### config.mk
export PLATFORM = sky130hd
export DESIGN_NAME = sync_multi_chan
export DESIGN_NICKNAME = d
export VERILOG_FILES = /design/src/rtl/sync_multi_chan.sv
export SDC_FILE = /design/constraint.sdc
export NUM_CORES = 1
export LEC_CHECK = 0
export BUFFER_PORTS_ARGS = -buffer_cell sky130_fd_sc_hd__buf_2
export CAP_MARGIN = 15
export CORE_UTILIZATION = 51
export DETAILED_ROUTE_END_ITERATION = 7
export PLACE_DENSITY = 0.71
export SETUP_SLACK_MARGIN = 0.05
export SYNTH_ARGS = -nofsm -noshare
export SYNTH_HDL_FRONTEND = slang
export SYNTH_SLANG_ARGS = --single-unit
### constraint.sdc
create_clock -name clk_dst -period 1.2 [get_ports clk_dst]
set_clock_uncertainty 0.1 [all_clocks]
set_input_delay 0.24 -clock clk_dst [delete_from_list [all_inputs] [get_ports clk_dst]]
set_output_delay 0.24 -clock clk_dst [all_outputs]
set_load 0.01 [all_outputs]
### src/rtl/sync_multi_chan.sv
// sync_multi_chan: multi-channel conditioner for asynchronous level inputs.
// Each channel runs a STAGES-deep synchronizer, a FILT-cycle stability
// filter, a per-channel edge selector and a sticky event flag with a
// synchronous software clear. Everything lives in the clk_dst domain.
module sync_multi_chan #(
  parameter int                 NCH      = 4,
  parameter int                 STAGES   = 2,
  parameter int                 FILT     = 3,
  parameter logic [2*NCH-1:0]   MODE_VEC = '0
) (
  input  logic           clk_dst,
  input  logic           wr_rst,
  input  logic [NCH-1:0] async_in,
  input  logic [NCH-1:0] sticky_clr,
  output logic [NCH-1:0] level_out,
  output logic [NCH-1:0] pulse_out,
  output logic [NCH-1:0] sticky_out,
  output logic           any_event
);

  localparam int            CW       = $clog2(FILT + 1);
  localparam logic [CW-1:0] CNT_LAST = CW'(FILT - 1);

  logic [NCH-1:0] sync_q [STAGES];
  logic [NCH-1:0] sync_last;
  logic [CW-1:0]  cnt_q  [NCH];
  logic [CW-1:0]  cnt_d  [NCH];
  logic [NCH-1:0] filt_q, filt_d;
  logic [NCH-1:0] prev_q;
  logic [NCH-1:0] pulse_q;
  logic [NCH-1:0] sticky_q, sticky_d;
  logic [NCH-1:0] rise, fall, sel_edge;

  // Synchronizer chain; stage 0 is the only flop that samples async_in.
  always_ff @(posedge clk_dst or posedge wr_rst) begin
    if (wr_rst) begin
      for (int k = 0; k < STAGES; k++) sync_q[k] <= '0;
    end else begin
      sync_q[0] <= async_in;
      for (int k = 1; k < STAGES; k++) sync_q[k] <= sync_q[k-1];
    end
  end

  assign sync_last = sync_q[STAGES-1];

  // Stability filter: the level only moves after FILT consecutive
  // disagreeing cycles; any agreement restarts the count.
  always_comb begin
    filt_d = filt_q;
    for (int i = 0; i < NCH; i++) begin
      cnt_d[i] = '0;
      if (sync_last[i] != filt_q[i]) begin
        if (cnt_q[i] == CNT_LAST) begin
          filt_d[i] = sync_last[i];
        end else begin
          cnt_d[i] = cnt_q[i] + CW'(1);
        end
      end
    end
  end

  // Edge selection per channel: 00 rise, 01 fall, 10 both, 11 none.
  always_comb begin
    rise     = filt_q & ~prev_q;
    fall     = ~filt_q & prev_q;
    sel_edge = '0;
    for (int i = 0; i < NCH; i++) begin
      unique case (MODE_VEC[2*i +: 2])
        2'b00:   sel_edge[i] = rise[i];
        2'b01:   sel_edge[i] = fall[i];
        2'b10:   sel_edge[i] = rise[i] | fall[i];
        default: sel_edge[i] = 1'b0;
      endcase
    end
    sticky_d = (sticky_q & ~sticky_clr) | sel_edge;
  end

  // Filter, edge history, pulse and sticky state; set beats clear.
  always_ff @(posedge clk_dst or posedge wr_rst) begin
    if (wr_rst) begin
      for (int i = 0; i < NCH; i++) cnt_q[i] <= '0;
      filt_q   <= '0;
      prev_q   <= '0;
      pulse_q  <= '0;
      sticky_q <= '0;
    end else begin
      for (int i = 0; i < NCH; i++) cnt_q[i] <= cnt_d[i];
      filt_q   <= filt_d;
      prev_q   <= filt_q;
      pulse_q  <= sel_edge;
      sticky_q <= sticky_d;
    end
  end

  assign level_out  = filt_q;
  assign pulse_out  = pulse_q;
  assign sticky_out = sticky_q;
  assign any_event  = |sticky_q;

endmodule

==> reports/qor.yml <==
status: "finished, violations left"
violations: "setup timing"
n_antenna_cell: 0
area.growth.synth_to_final_pct: 35.7
ys_ff_latch: 32
dr.pass1.iters: 1
synth.yosys.seq_area_share: 0.724
synth_nets: 76
finalPower_w: 0.00367
rsz0062_at_grt: "true"
drc: 0
synth_cells: 66
final_common_cell: "dfrtp_1"
layout_common_cells: "dfrtp_1, buf_2, dlygate4sd3_1, clkbuf_4, buf_4"
core_sq_um: 2000
share_comb_of_total_power: 0.368
p_clk_frac: 0.165
vias: 634
fin_nets: 122
start_kind: "register"
final_cell_area_sq_um: 1500
worst_slack_ns: -0.172
rows: 16
power_leakage_nw: 0.739
hp-class: "register to register"
die_y_um: 48.6
die_area_sq_um: 2360
die_w_um: 48.6
dpl_cell_area_sq_um: 1270
wire_per_inst_um: 11.9
hold_viol_final: 0
io_pins: 23
fill_cells: 145
drt_iter0_markers: 0
maxSlewHeadroom: 0.833
internal_power_w: 0.00255
grt_use_total: 0.167
critPathCaptureType: "output port"
drive_above_1_share: 0.487
routed_wl_um: 1660
clk_pin_slew_worst_paths_ns: 0.09
fmax_mhz: 729
switching_power_w: 0.00112
cp_max_fo: 2
min_period_ns: 1.37
grt_pass1_vias: 668
antenna_found_initial: 0
start_util: 0.553
syn_area_sq_um: 1110
dpl.hpwl_um: 972
fin_crit_sh: 1.14
criticalPathCategory: "register to output port"
yosysWarnings: 0
io_buffer_count: 22
cts_tree: "built"
clockBufferDepth: 2
regArea_sq_um: 801
grt_max_degree: 33
h-tree-depth: 2
ant_nets: 0
cellPowerDensity_nw_per_um2: 2450
swShare: 0.305
cts-root-buf: "clkbuf_4"
setup_viol: 3
multiInputGateArea_sq_um: 294
clock_sinks: 32
final_max_slew_viol_count: 0
finalWeightedCongestion: 0.644
peakVddDrop_uv: 1300
yosysUniqueCellTypes: 10
worstSkewPairLatency_ns: 0.32
numCtsBuffers: 5
grt_remaining_overflow: 0
vias_per_cell: 4.53
grt_pass1_wl_um: 2840
maxCapViolations: 0
cp.arrival_ns: 1.03
required_ns: 0.86
p_seq_frac: 0.467
syn_area_per_cell_sq_um: 16.8
worst_pin_slew_ns: 0.249
==> sequential cells by signal, indices dropped and copies added (netlist names) <==
register / flops
cnt_q: 8
level_out: 4
prev_q: 4
pulse_out: 4
sticky_out: 4
sync_last: 4
sync_q: 4
==> critical path, cell delays in order (launching register included) <==
cell	delay [ns]
dfrtp_1	0.42
inv_2	0.06
nand4_1	0.09
buf_2	0.15
==> synth_stat cells (all sizes together) <==
master / instances / area [sq um]
nor3b: 4 / 50.1
nor3: 4 / 20.0
nand4: 1 / 6.26
dfrtp: 32 / 801
xnor2: 4 / 35.0
o21bai: 4 / 30.0
and2b: 4 / 30.0
nor2b: 4 / 55.1
inv: 5 / 18.8
mux2: 4 / 60.1
==> power by group through the flow <==
stage / logic [W] / registers [W] / clock network, W
after global routing: 0.00147 / 0.00176 / 0.000693
after global placement: 0.000977 / 0.00174 / 0
after CTS: 0.00123 / 0.00169 / 0.000631
after detailed placement: 0.00101 / 0.00178 / 0
final: 0.00135 / 0.00172 / 0.000606
after floorplan: 0.000591 / 0.00183 / 0
==> timing repair <==
| item | in CTS | in global routing |
|---|---|---|
| setup buffers | 5 | 2 |
| pin swaps | 0 | 1 |
| endpoints found under the setup margin | 13 | 14 |
| gates resized for setup | 0 | 9 |
| hold endpoints to repair | 40 | 0 |
| hold buffers | 9 | 0 |
==> stage by stage <==
stage                     utilization  hold WS, ns  setup TNS (ns)  std cells  setup WS (ns)
after floorplan                     -        0.171               0         66          0.169
after global placement          0.634        0.186               0        116          0.172
after detailed placement        0.634        0.197               0        116          0.139
after CTS                       0.729        0.256          -0.150        138         -0.148
after global routing            0.750        0.275          -0.757        140         -0.245
final                           0.750        0.253          -0.372        140         -0.172
==> layout make-up <==
| type | count | area share |
|---|---|---|
| repair buffers | 39 | 0.195 |
| well taps | 27 | 0.0225 |
| multi-input cells | 29 | 0.196 |
| clock inverters | 2 | 0.00667 |
| inverters | 5 | 0.0125 |
| clock buffers | 6 | 0.0342 |
| flip-flops and latches | 32 | 0.533 |
==> layer usage <==
layer / vias up / GRT usage / routed length [um]
met1: 303 / 0.195 / 694
met5: - / 0 / 0
met3: 2 / 0.0849 / 82
met4: 0 / 0.0735 / 11
li1: 309 / - / -
met2: 20 / 0.261 / 875
==> worst paths after layout <==
kind                                          start                 endpoint  slack, ns  cells after the start
min in group asynchronous                    wr_rst  sticky_out[0]$_DFF_PP0_       0.40                      4
hold reg to reg                 sync_q[6]$_DFF_PP0_   sync_last[2]$_DFF_PP0_       0.25                      0
hold / removal                  sync_q[6]$_DFF_PP0_   sync_last[2]$_DFF_PP0_       0.25                      0
setup reg to reg           level_out[3]$_DFFE_PP0P_       cnt_q[0]$_DFF_PP0_       0.12                      3
max in group asynchronous                    wr_rst       cnt_q[6]$_DFF_PP0_       0.44                      4
setup / recovery            sticky_out[1]$_DFF_PP0_                any_event      -0.17                      3
==> logic make-up after synthesis <==
family                 count (synthesis)  share of synthesized area
AND/OR/NAND/NOR                       17                      0.146
multiplexers                           4                     0.0543
AO/OA/AOI/OAI                          4                     0.0272
buffers and inverters                  5                     0.0170
flip-flops                            32                      0.724
XOR/XNOR                               4                     0.0317
No activity file was read; power rests on OpenSTA's default activity.
